--- src/rtl/u3v_flag_ctrl_if.sv ---
// Phase-flag bundle between the U3V frame sequencer and the leader/chunk/trailer generators.
interface u3v_flag_ctrl_if #(
  parameter int LONG_REG_WD = 64
);
  logic                   i_stream_enable;
  logic                   i_fval;
  logic                   i_chunk_mode_active;
  logic                   o_leader_flag;
  logic                   o_payload_flag;
  logic                   o_chunk_flag;
  logic                   o_trailer_flag;
  logic                   o_frame_done;
  logic [LONG_REG_WD-1:0] ov_blockid;
  logic                   o_busy;

  modport master (
    input  i_stream_enable, i_fval, i_chunk_mode_active,
    output o_leader_flag, o_payload_flag, o_chunk_flag, o_trailer_flag,
           o_frame_done, ov_blockid, o_busy
  );

  modport slave (
    output i_stream_enable, i_fval, i_chunk_mode_active,
    input  o_leader_flag, o_payload_flag, o_chunk_flag, o_trailer_flag,
           o_frame_done, ov_blockid, o_busy
  );
endinterface

--- src/rtl/u3v_flag_ctrl.sv ---
// U3V frame sequencer: leader / payload / optional chunk / trailer phase flags and block ID.
// Define U3V_CHUNK_EN to build the chunk phase; without it the chunk flag is constant 0.
module u3v_flag_ctrl #(
  parameter int LONG_REG_WD    = 64,
  parameter int LEADER_CYCLES  = 14,
  parameter int CHUNK_CYCLES   = 8,
  parameter int TRAILER_CYCLES = 10,
  parameter int GAP_CYCLES     = 2
) (
  input logic             clk,
  input logic             reset,
  u3v_flag_ctrl_if.master bus
);

  localparam int MAX_LT  = (LEADER_CYCLES > TRAILER_CYCLES) ? LEADER_CYCLES : TRAILER_CYCLES;
  localparam int MAX_CG  = (CHUNK_CYCLES > GAP_CYCLES) ? CHUNK_CYCLES : GAP_CYCLES;
  localparam int MAX_CYC = (MAX_LT > MAX_CG) ? MAX_LT : MAX_CG;
  localparam int CNT_W   = $clog2(MAX_CYC + 1);

  typedef enum logic [2:0] {
    IDLE, LEADER, GAP_L, PAYLOAD, GAP_P,
`ifdef U3V_CHUNK_EN
    CHUNK, GAP_C,
`endif
    TRAILER
  } state_t;

  state_t                 state, state_nxt;
  logic [CNT_W-1:0]       cnt;
  logic                   fval_d;
  logic                   armed;
  logic                   frame_start;
  logic                   trailer_exit;
  logic [LONG_REG_WD-1:0] blockid;

`ifdef U3V_CHUNK_EN
  logic chunk_lat;
`else
  logic unused_chunk_mode;
  assign unused_chunk_mode = bus.i_chunk_mode_active;
  assign bus.o_chunk_flag  = 1'b0;
`endif

  function automatic logic last_cycle(input logic [CNT_W-1:0] c, input int len);
    return c == CNT_W'(len - 1);
  endfunction

  // armed stays low until i_fval has been seen low once, so a frame already
  // in flight when reset releases is never mistaken for a fresh start.
  assign frame_start  = bus.i_fval & ~fval_d & bus.i_stream_enable & armed;
  assign trailer_exit = (state == TRAILER) && (state_nxt == IDLE);
  assign bus.ov_blockid = blockid;

  always_comb begin
    // NOTE: default assignment first, so no path through the case leaves state_nxt unassigned (no latch).
    state_nxt = state;
    unique case (state)
      IDLE:    if (frame_start)                         state_nxt = LEADER;
      LEADER:  if (last_cycle(cnt, LEADER_CYCLES))      state_nxt = GAP_L;
      GAP_L:   if (last_cycle(cnt, GAP_CYCLES))         state_nxt = PAYLOAD;
      PAYLOAD: if (!bus.i_fval)                         state_nxt = GAP_P;
      GAP_P:   if (last_cycle(cnt, GAP_CYCLES)) begin
`ifdef U3V_CHUNK_EN
        state_nxt = chunk_lat ? CHUNK : TRAILER;
`else
        state_nxt = TRAILER;
`endif
      end
`ifdef U3V_CHUNK_EN
      CHUNK:   if (last_cycle(cnt, CHUNK_CYCLES))       state_nxt = GAP_C;
      GAP_C:   if (last_cycle(cnt, GAP_CYCLES))         state_nxt = TRAILER;
`endif
      TRAILER: if (last_cycle(cnt, TRAILER_CYCLES))     state_nxt = IDLE;
      default:                                          state_nxt = IDLE;
    endcase
  end

  // Outputs are registered decodes of state_nxt, so each flag is high exactly
  // while its state is occupied.
  always_ff @(posedge clk or posedge reset) begin
    if (reset) begin
      state              <= IDLE;
      cnt                <= '0;
      fval_d             <= 1'b0;
      armed              <= 1'b0;
      blockid            <= '0;
      bus.o_leader_flag  <= 1'b0;
      bus.o_payload_flag <= 1'b0;
      bus.o_trailer_flag <= 1'b0;
      bus.o_frame_done   <= 1'b0;
      bus.o_busy         <= 1'b0;
`ifdef U3V_CHUNK_EN
      chunk_lat          <= 1'b0;
      bus.o_chunk_flag   <= 1'b0;
`endif
    end else begin
      // NOTE: non-blocking assignments only, so every register samples pre-edge values.
      fval_d <= bus.i_fval;
      if (!bus.i_fval) armed <= 1'b1;
      state <= state_nxt;
      cnt   <= (state_nxt != state) ? '0 : cnt + CNT_W'(1);

      // The TRAILER-exit increment wins over the disable clear.
      if (trailer_exit)              blockid <= blockid + LONG_REG_WD'(1);
      else if (!bus.i_stream_enable) blockid <= '0;

      bus.o_leader_flag  <= (state_nxt == LEADER);
      bus.o_payload_flag <= (state_nxt == PAYLOAD);
      bus.o_trailer_flag <= (state_nxt == TRAILER);
      bus.o_frame_done   <= trailer_exit;
      bus.o_busy         <= (state_nxt != IDLE);
`ifdef U3V_CHUNK_EN
      if (state == IDLE && frame_start) chunk_lat <= bus.i_chunk_mode_active;
      bus.o_chunk_flag <= (state_nxt == CHUNK);
`endif
    end
  end

endmodule
--- src/flat_wrapper.sv ---
// flat-port wrapper written by rule: the top's interface ports become plain ports
module u3v_flag_ctrl_flat 
#(
  parameter int LONG_REG_WD    = 64,
  parameter int LEADER_CYCLES  = 14,
  parameter int CHUNK_CYCLES   = 8,
  parameter int TRAILER_CYCLES = 10,
  parameter int GAP_CYCLES     = 2
)
  (clk, reset, bus_i_stream_enable, bus_i_fval, bus_i_chunk_mode_active, bus_o_leader_flag, bus_o_payload_flag, bus_o_chunk_flag, bus_o_trailer_flag, bus_o_frame_done, bus_ov_blockid, bus_o_busy);
  u3v_flag_ctrl_if #(.LONG_REG_WD(LONG_REG_WD)) bus_i ();
  input logic clk;
  input logic reset;
  input wire logic [$bits(bus_i.i_stream_enable)-1:0] bus_i_stream_enable;
  input wire logic [$bits(bus_i.i_fval)-1:0] bus_i_fval;
  input wire logic [$bits(bus_i.i_chunk_mode_active)-1:0] bus_i_chunk_mode_active;
  output wire logic [$bits(bus_i.o_leader_flag)-1:0] bus_o_leader_flag;
  output wire logic [$bits(bus_i.o_payload_flag)-1:0] bus_o_payload_flag;
  output wire logic [$bits(bus_i.o_chunk_flag)-1:0] bus_o_chunk_flag;
  output wire logic [$bits(bus_i.o_trailer_flag)-1:0] bus_o_trailer_flag;
  output wire logic [$bits(bus_i.o_frame_done)-1:0] bus_o_frame_done;
  output wire logic [$bits(bus_i.ov_blockid)-1:0] bus_ov_blockid;
  output wire logic [$bits(bus_i.o_busy)-1:0] bus_o_busy;
  assign bus_i.i_stream_enable = bus_i_stream_enable;
  assign bus_i.i_fval = bus_i_fval;
  assign bus_i.i_chunk_mode_active = bus_i_chunk_mode_active;
  assign bus_o_leader_flag = bus_i.o_leader_flag;
  assign bus_o_payload_flag = bus_i.o_payload_flag;
  assign bus_o_chunk_flag = bus_i.o_chunk_flag;
  assign bus_o_trailer_flag = bus_i.o_trailer_flag;
  assign bus_o_frame_done = bus_i.o_frame_done;
  assign bus_ov_blockid = bus_i.ov_blockid;
  assign bus_o_busy = bus_i.o_busy;
  u3v_flag_ctrl #(.LONG_REG_WD(LONG_REG_WD), .LEADER_CYCLES(LEADER_CYCLES), .CHUNK_CYCLES(CHUNK_CYCLES), .TRAILER_CYCLES(TRAILER_CYCLES), .GAP_CYCLES(GAP_CYCLES)) u_core (.clk(clk), .reset(reset), .bus(bus_i));
endmodule
--- config.mk ---
export PLATFORM = sky130hd
export DESIGN_NAME = u3v_flag_ctrl_flat
export DESIGN_NICKNAME = d
export VERILOG_FILES = /design/src/rtl/u3v_flag_ctrl_if.sv /design/src/rtl/u3v_flag_ctrl.sv /design/src/flat_wrapper.sv
export SDC_FILE = /design/constraint.sdc
export NUM_CORES = 1
export LEC_CHECK = 0
export CAP_MARGIN = 10
export CORE_ASPECT_RATIO = 1.75
export CORE_MARGIN = 2
export CORE_UTILIZATION = 40
export DETAILED_ROUTE_END_ITERATION = 7
export GPL_TIMING_DRIVEN = 1
export PLACE_DENSITY = 0.65
export REMOVE_ABC_BUFFERS = 1
export SKIP_LAST_GASP = 1
export SLEW_MARGIN = 20
export SYNTH_ARGS = -nofsm -noshare
export SYNTH_HDL_FRONTEND = slang
export SYNTH_SLANG_ARGS = --single-unit
--- constraint.sdc ---
create_clock -name clk -period 2.62 [get_ports clk]
set_input_delay 0.524 -clock clk [delete_from_list [all_inputs] [get_ports clk]]
set_output_delay 0.524 -clock clk [all_outputs]
set_load 0.005 [all_outputs]
Word level (Yosys, flattened, before mapping) --
Cells that the tools add are included.
Storage, ports and cells: flip-flop bits (word level) 78, output and inout port bits 70, word-level logic and storage cells 43
Operators by class: add/subtract/negate cells 2, equality and inequality tests 13, mux-type cells 10, bitwise operators 4, reduce and logical (&&, ||, !) cells 4
Operators by type and width (count):
- 64-bit two-way mux | 2
- 64-bit by 1-bit adder with 64-bit output, second input constant | 1
- 3-bit two-way mux | 6
- 3-bit one-hot mux with 6 select lines | 1
- 3-bit by 2-bit equality test with 1-bit output, second input constant | 3
- 3-bit equality test, second input constant | 3
- 4-bit equality test, second input constant | 2
- 3-bit by 1-bit equality test with 1-bit output, second input constant | 2
- 3-bit zero test | 2
- 4-bit by 1-bit adder with 4-bit output, second input constant | 1
- 4-bit by 1-bit equality test with 1-bit output, second input constant | 1
- 4-bit two-way mux | 1
- 1-bit bitwise AND | 3
- 3-bit inequality test | 1
- 3-bit nonzero test | 1
- 2-bit by 1-bit inequality test with 1-bit output, second input constant | 1
- 1-bit logical AND | 1
- 1-bit inverter | 1

Longest topological paths before layout --
Gate-level depths: netlist of run 1.
depth after elaboration 9, depth in mapped cells 9

Least setup slack after synthesis of run 1 --
OpenSTA, ideal clock, no wires.
path kind reg-to-reg, from register u_core.cnt[0], to register u_core.blockid[37], in the netlist u_core.bus.ov_blockid[37], setup time 0.126 ns, arrival time 1.891 ns, required time 2.494 ns, setup slack 0.603 ns, stages on the path, launching flop included 8, path buffers 2, period minus slack after synthesis 2.017 ns, cell sequence dfrtp_1 > ha_1 > and4b_1 > nand2_1 > clkbuf_1 > clkbuf_1 > nor2_1 > a221o_1
Between the ends: word-level cells in the longest chain between the ends 6, elaborated cells between the ends (all ways) 12, those cells by class eq/ne: 4; mux: 6; reduce/logical: 2
RTL lines:
- start, declared | RTL line u3v_flag_ctrl.sv:29 | logic [CNT_W-1:0] cnt;
- start signal, assigned | RTL line u3v_flag_ctrl.sv:101 | cnt <= (state_nxt != state) ? '0 : cnt + CNT_W'(1);
- 4-bit equality test / 4-bit by 1-bit equality test with 1-bit output (equally long branches) | RTL line u3v_flag_ctrl.sv:45 | return c == CNT_W'(len - 1);
- 3-bit two-way mux, on equally long branches
- 3-bit one-hot mux with 6 select lines * | RTL line u3v_flag_ctrl.sv:57 | unique case (state)
- 3-bit zero test * | RTL line u3v_flag_ctrl.sv:51 | assign trailer_exit = (state == TRAILER) && (state_nxt == IDLE);
- 1-bit logical AND * | RTL line u3v_flag_ctrl.sv:51
- 2-bit by 1-bit inequality test with 1-bit output (no line) / 64-bit two-way mux (equally long branches)
- end signal, assigned | RTL line u3v_flag_ctrl.sv:104 | if (trailer_exit) blockid <= blockid + LONG_REG_WD'(1);
- end, declared | RTL line u3v_flag_ctrl.sv:34 | logic [LONG_REG_WD-1:0] blockid;
Mark *: on every way between the ends. The rest lies on a longest branch, timed or not. A chain may end at the register's enable or synchronous reset.

Worst setup path in the final report of run 1 --
from register u_core.blockid[9], in the netlist u_core.bus.ov_blockid[9], to register u_core.blockid[61], in the netlist u_core.bus.ov_blockid[61]
Between the ends: word-level cells in the longest chain between the ends 2
RTL lines (RTL line):
- 64-bit by 1-bit adder with 64-bit output | u3v_flag_ctrl.sv:104
- 64-bit two-way mux | u3v_flag_ctrl.sv:104
Every way passes these cells.

==> impl_results.rst, run 1 <==
.. list-table::
   :header-rows: 1

   * - Metric
     - Value
   * - IO Pins
     - 75
   * - Proportion of total power due to net switching
     - 24.78%
   * - Number of synthesis warnings
     - 0
   * - TritonCTS clock tree
     - yes
   * - Count of buffers inserted at the top-level ports
     - 72
   * - Worst-case clock skew
     - 0.008325 ns
   * - Worst-case clock buffer depth
     - 2
   * - Depth of the worst register-to-register path
     - 5
   * - Proportion of netlist area held by the largest area contributor
     - 42.35%
   * - Final setup vio count
     - 0
   * - Fin crit period
     - 2.353 ns
   * - Remaining DRCs
     - 0
   * - Worst slack, placed
     - 0.2723 ns
   * - First-pass DRT Iterations
     - 5
   * - Cells on Worst Hold Path
     - 1
   * - Most frequently used flop master after synthesis
     - dfrtp_1
   * - Distinct cell type count of the synthesized netlist
     - 60
   * - Maxcap violations
     - 0
   * - Most frequent cell after synthesis
     - dfrtp_1
   * - Sequential area share after synthesis
     - 42.35%
   * - Overall power of the completed layout
     - 3.219 mW
   * - Fin crit share
     - 89.83%
   * - Global-route wire length before repair
     - 22.15 mm
   * - Hold Buf Count CTS
     - 0
   * - Startpoint of the most critical register-to-register path
     - u_core.bus.ov_blockid[9]$_DFFE_PP0P_
   * - Max Fclk
     - approximately 420 MHz
   * - Die boundary width
     - 85.15 um
   * - Drt via density
     - slightly below 6
   * - Clock slew at the register clock pins of the worst setup and hold paths
     - 0.06 ns
   * - Total overflow reported by the global router
     - 0
   * - Setup crit start
     - u_core.bus.ov_blockid[9]$_DFFE_PP0P_
   * - Total wire length after detailed routing
     - 13.28 mm
   * - Die Footprint
     - 12430 um2
   * - Total count of max-transition violations in the final report
     - 0
   * - Net switching power
     - 797.5 uW
   * - Final hold slack
     - 0.4696 ns
   * - Resized Gates After CTS
     - 0
   * - Largest net degree at the start of global routing
     - 38
   * - Relative area change from synthesis to final layout
     - 28.42%
   * - Headroom to the max-slew limit
     - 55.55%
   * - Die Y-Extent
     - approximately 150 um
   * - VDD IR max
     - around 0.39 mV
   * - Most area-hungry cell type in the Yosys netlist
     - dfrtp_1
   * - Area of the core
     - 11170 um2
   * - Origin of the worst min-delay path
     - u_core.armed$_DFFE_PP0N_
   * - Antenna violation net count after detailed routing
     - 0
   * - EDFF count, synth
     - 0
   * - Async S/R FF share, synth
     - 100.0%
   * - Total power divided by cell area
     - ~540 nW/um2
   * - Post-route design area
     - 5919 um2
   * - Combinational cell fraction of total power
     - 12.8%
   * - Top post-synthesis cells by count
     - dfrtp_1, nand2_1, o21ai_0
   * - Unrepaired setup endpoints after global routing
     - no
   * - Transition at the pin with the smallest max-transition slack
     - 0.6607 ns
   * - Req. time, crit path
     - a little under 3 ns
   * - Sinks on Clock Net
     - 78
   * - Routed wire per std cell
     - 17.70 um
   * - Number of hold violations in the final report
     - 0
   * - Buffer type at the clock tree root
     - clkbuf_16
   * - Synthesis-stage register bit count
     - 78
   * - Number of post-CTS setup repair buffers
     - 0
   * - Arrival time at the worst endpoint
     - 2.63 ns
   * - Total via count after detailed routing
     - 4446
   * - Combined global-route utilization of all metal layers
     - 22.15%
   * - HPWL after detailed placement
     - 9.440 mm
   * - Cell leakage power
     - 2.443 nW
   * - Average cell area after synthesis
     - 8.616 um2
   * - Sequential Power Share
     - 42.4%
   * - RePlAce Congestion
     - 0.8794
   * - Highest fanout seen on the critical path
     - 15
   * - Post-Synthesis Cell Area
     - 4609 um2
   * - Vias in the first global route
     - approximately 4.4k
   * - Internal cell power
     - roughly 2.4 mW
   * - Setup Crit Path Kind
     - register to register
   * - Area of placed instances
     - 5582 um2
   * - Setup slack after layout
     - around 0.27 ns
   * - Violation count after the first detailed-routing iteration
     - 310
   * - Top post-synthesis cells by area
     - dfrtp_1, nand2_1, o21ai_0
   * - Initial Utilization
     - 41.28%
   * - Synth Instances
     - 535
   * - Number of nets in the layout
     - 622
   * - Classification of the worst-slack hold path
     - register to register
   * - Run status
     - finished, final reports clean
   * - Number of buffers added by the clock tree synthesis step
     - 9
   * - Clock network fraction of design power
     - ~45%
   * - Layout cells sized above 1
     - under 10%
   * - Kind of start point of the critical path
     - register
   * - Share of the core filled with cells in the final layout
     - around 53%
   * - Antenna diode instance count
     - 0
   * - Depth of the CTS H-tree
     - 3
   * - Number of antenna violations at the first check in global routing
     - 0
   * - Cell Rows
     - 51
   * - Worst-skew pair later-pin latency
     - 0.34 ns
   * - Worst setup EP type
     - register
[logic make-up (layout without fill, tap and decap cells)]
| group | count (synthesis) | in the layout | share of synthesized area (%) |
|---|---|---|---|
| and+or+nand+nor | 255 | 255 | 30.89 |
| AOI/OAI and AO/OA | 119 | 119 | 16.26 |
| DFF | 78 | 78 | 42.35 |
| buffers and inverters | 58 | 141 | 5.239 |
| muxes | 13 | 13 | 2.850 |
| xor gates and xnor gates | 8 | 8 | 1.520 |
| adders and majority gates | 3 | 3 | 0.8144 |
| other | 1 | 1 | 0.08136 |
[registers in the layout, indices dropped and copies added (netlist names)]
register                   cells
u_core.bus.o_trailer_flag      1
u_core.armed                   1
u_core.bus.o_leader_flag       1
u_core.bus.ov_blockid         64
u_core.fval_d                  1
u_core.state                   3
u_core.bus.o_frame_done        1
u_core.cnt                     4
u_core.bus.o_payload_flag      1
u_core.bus.o_busy              1
[layer usage]
metal  wire length (um)  up-vias  GRT usage (%)
met5                  0        -              0
met4                289        0          8.254
met3                587       23          3.971
met2               7223      140          39.53
met1               5177     2152          25.90
li1                   -     2131              -
[final cells by class]
cell class	instances	area, um2
Fill cell	1029	5248
Multi-Input combinational cell	399	2419
Sequential cell	78	1952
Timing Repair Buffer	101	950.9
Clock buffer	11	242.7
Tap cell	132	165.2
Clock inverter	4	95.09
Inverter	25	95.09
[power groups by stage]
| stage | combinational [mW] | sequential [mW] | clock (mW) |
|---|---|---|---|
| global placement | 0.403 | 1.38 | 0 |
| floorplan | 0.257 | 1.37 | 0 |
| global route | 0.468 | 1.38 | 1.52 |
| finish | 0.412 | 1.37 | 1.44 |
| CTS | 0.421 | 1.36 | 1.46 |
| detailed placement | 0.420 | 1.38 | 0 |
[path summary, 6_finish.rpt]
check                                                        endpoint  slack (ns)
worst max-delay path            u_core.bus.ov_blockid[61]$_DFFE_PP0P_        0.27
worst min-delay path                         u_core.armed$_DFFE_PP0N_        0.47
worst max register to register  u_core.bus.ov_blockid[61]$_DFFE_PP0P_        0.27
worst min register to register               u_core.armed$_DFFE_PP0N_        0.47
max in group asynchronous       u_core.bus.ov_blockid[28]$_DFFE_PP0P_        1.50
min in group asynchronous       u_core.bus.ov_blockid[59]$_DFFE_PP0P_        0.51
[worst max-delay path, stage by stage (launching register included)]
cell	delay, ns
dfrtp_1	0.47
nand4_1	0.29
nor3b_4	0.48
nand3_2	0.35
or4_1	0.60
nand3_1	0.10
[through the flow]
step	setup TNS (ns)	cells
5_1_grt	0	750
6_report	0	750
2_1_floorplan	-35.50	502
4_1_cts	0	750
3_5_place_dp	0	735
3_3_place_gp	0	735
[placed cells by master, fill, tap and decap left out, drive strengths merged, types with 10 or more instances in the layout]
cell type | synthesis | final
dfrtp | 78 | 78
clkdlybuf4s50 | 0 | 72
nand2 | 68 | 68
o21ai | 49 | 49
nand3 | 42 | 42
nor2 | 37 | 37
buf | 13 | 29
nand4 | 25 | 25
inv | 25 | 24
nor4 | 16 | 16
a21oi | 15 | 15
or3 | 14 | 14
mux2i | 12 | 12
clkbuf | 20 | 11
and3 | 10 | 10
o211ai | 10 | 10
a31oi | 10 | 10
No activity file was read; power rests on OpenSTA's default activity.
==> run 2: changes to the inputs <==
--- a/config.mk
+++ b/config.mk
@@ -11,7 +11,7 @@
 export CORE_UTILIZATION = 40
 export DETAILED_ROUTE_END_ITERATION = 7
 export GPL_TIMING_DRIVEN = 1
-export PLACE_DENSITY = 0.65
+export PLACE_DENSITY = 0.63
 export REMOVE_ABC_BUFFERS = 1
 export SKIP_LAST_GASP = 1
 export SLEW_MARGIN = 20
==> run 2 against run 1 <==
Against the previous run: worst hold slack worse by 0.0042 ns; critical path depth rose by 2; core utilization fell by 0.53 points; non-clock buffer count decreased by 1; fmax is 2.3% lower; sequential share of layout area rose by 0.33 points; sequential power hardly changed; first-iteration DRC count shrank 4.5%; clock power decreased by 16%; critical path type unchanged; largest cell class unchanged.
==> impl_results.rst, run 2 (synthesis results as in run 1) <==
.. list-table::
   :header-rows: 1

   * - Metric
     - Value
   * - Run status
     - finished, final reports clean
   * - RePlAce Congestion
     - 0.8525
   * - Placed insts
     - ~730
   * - Combined global-route utilization of all metal layers
     - 21.86%
   * - Drt via density
     - 6.051
   * - Total via count after detailed routing
     - 4538
   * - TritonCTS clock tree
     - yes
   * - Most frequent standard cell in the layout excluding fill and tap cells
     - dfrtp_1
   * - Unrepaired setup endpoints after global routing
     - no
   * - Number of hold violations in the final report
     - 0
   * - IO Pins
     - 75
   * - Sinks on Clock Net
     - 78
   * - Transition at the pin with the smallest max-transition slack
     - 0.6426 ns
   * - HPWL after detailed placement
     - 9.551 mm
   * - Worst-skew pair later-pin latency
     - 0.34 ns
   * - VDD IR max
     - 0.3826 mV
   * - Die Y-Extent
     - 146.0 um
   * - Cell Rows
     - 51
   * - Initial Utilization
     - about 41%
   * - Max Fclk
     - 415.0 MHz
   * - Highest-count cells in the layout ignoring fill and taps
     - dfrtp_1, clkdlybuf4s50_1, nand2_1
   * - Die boundary width
     - about 85 um
   * - Worst slack, placed
     - roughly 0.25 ns
   * - Resized Gates After CTS
     - 0
   * - Remaining DRCs
     - 0
   * - Number of buffers added by the clock tree synthesis step
     - 9
   * - Req. time, crit path
     - 2.84 ns
   * - Routed wire per std cell
     - 17.94 um
   * - Cells on Worst Hold Path
     - 1
   * - Classification of the worst-slack hold path
     - register to register
   * - Depth of the worst register-to-register path
     - 7
   * - Cell-by-cell trace of the critical path
     - ha_1, and4b_1, nand2_2, inv_1, buf_4, o311a_1, a221o_1
   * - First-pass DRT Iterations
     - 5
   * - Fin crit period
     - 2.410 ns
   * - Number of antenna violations at the first check in global routing
     - 0
   * - Net switching power
     - 804.0 uW
   * - Layout cells sized above 1
     - 9.871%
   * - Sequential Power Share
     - 45.7%
   * - Kind of start point of the critical path
     - register
   * - Fin crit share
     - 91.98%
   * - Relative area change from synthesis to final layout
     - 27.14%
   * - Clock network fraction of design power
     - 40.5%
   * - Arrival time at the worst endpoint
     - 2.63 ns
   * - Worst-case clock skew
     - between 0.005 and 0.006 ns
   * - Buffer type at the clock tree root
     - clkbuf_16
   * - Number of post-CTS setup repair buffers
     - 0
   * - Maxcap violations
     - 0
   * - Depth of the CTS H-tree
     - 3
   * - Largest stage delay, worst path
     - between 0.4 and 0.5 ns
   * - Die Footprint
     - 12430 um2
   * - Combinational cell fraction of total power
     - 13.8%
   * - Violation count after the first detailed-routing iteration
     - 296
   * - CP max stage cell
     - dfrtp_1
   * - Antenna violation net count after detailed routing
     - 0
   * - Total count of max-transition violations in the final report
     - 0
   * - Headroom to the max-slew limit
     - around 57%
   * - Global-route wire length before repair
     - 21.85 mm
   * - Vias in the first global route
     - 4399
   * - Worst-case clock buffer depth
     - 2
   * - Hold Buf Count CTS
     - 0
   * - Proportion of total power due to net switching
     - a little over a quarter
   * - Total wire length after detailed routing
     - 13.45 mm
   * - Highest fanout seen on the critical path
     - 22
   * - Internal cell power
     - 2.181 mW
   * - Total overflow reported by the global router
     - 0
   * - Largest net degree at the start of global routing
     - 30
   * - Number of nets in the layout
     - 621
   * - Clock slew at the register clock pins of the worst setup and hold paths
     - 0.06 ns
   * - Total power divided by cell area
     - 509.4 nW/um2
   * - Area of the core
     - ~11000 um2
   * - Worst setup EP type
     - register
   * - Antenna diode instance count
     - 0
   * - Flip-flop count of the largest register, all copies and words added
     - 64
   * - Count of buffers inserted at the top-level ports
     - 72
   * - Post-route insts no fill
     - 750
   * - Cell leakage power
     - 2.421 nW
   * - Setup Crit Path Kind
     - register to register
   * - Setup slack after layout
     - between 0.2 and 0.25 ns
   * - Final setup vio count
     - 0
==> run 2: changes by cell type in the layout (fill, tap and decap cells not counted), sizes merged <==
cell,delta
buf,-1
clkinv,+3
clkbuf,+1
bufinv,-3
==> run 2: final timing paths <==
kind,to,slack (ns),from
min,u_core.armed$_DFFE_PP0N_,0.47,u_core.armed$_DFFE_PP0N_
max in group asynchronous,u_core.bus.ov_blockid[54]$_DFFE_PP0P_,1.48,reset
max,u_core.bus.ov_blockid[37]$_DFFE_PP0P_,0.21,u_core.cnt[0]$_DFF_PP0_
min in group asynchronous,u_core.bus.ov_blockid[58]$_DFFE_PP0P_,0.55,reset
max reg2reg,u_core.bus.ov_blockid[37]$_DFFE_PP0P_,0.21,u_core.cnt[0]$_DFF_PP0_
min reg2reg,u_core.armed$_DFFE_PP0N_,0.47,u_core.armed$_DFFE_PP0N_
==> run 2: cell type report <==
cell class,instances,area [um2]
Fill cell,1017,5306
Multi-Input combinational cell,399,2419
Sequential cell,78,1952
Timing Repair Buffer,100,943.4
Clock buffer,12,266.5
Tap cell,132,165.2
Inverter,25,95.09
Clock inverter,4,20.02
==> run 2: through the flow <==
stage          util, %  hold WS, ns  setup TNS, ns  total power, mW  area, um2
2_1_floorplan        -       0.4346         -35.50            1.626       4462
4_1_cts          52.48       0.4697              0            3.011       5861
6_report         52.48       0.4654              0            2.985       5861
5_1_grt          52.48       0.4936              0            3.131       5861
3_3_place_gp     49.92       0.4501              0            1.779       5574
3_5_place_dp     49.92       0.4525              0            1.800       5574
==> run 2: critical path: cells and delay by family (launching register included) <==
| family | cells | cell delay [ns] |
|---|---|---|
| AOI/OAI and AO/OA | 2 | 0.40 |
| adders and majority gates | 1 | 0.29 |
| buffers and inverters | 2 | 0.57 |
| DFF | 1 | 0.41 |
| and+or+nand+nor | 2 | 0.60 |
==> run 2: layer usage <==
layer,up-vias,global-route usage (%),wire length [um]
li1,2122,-,-
met1,2245,25.15,5320
met2,148,39.34,7240
met3,23,3.233,562
met4,0,9.365,331
met5,-,0,0
==> run 2: power by group through the flow <==
stage / logic (mW) / registers [mW] / clock network [mW]
floorplan: 0.257 / 1.37 / 0
global placement: 0.400 / 1.38 / 0
detailed placement: 0.414 / 1.39 / 0
CTS: 0.418 / 1.36 / 1.23
global route: 0.461 / 1.38 / 1.29
finish: 0.412 / 1.37 / 1.21
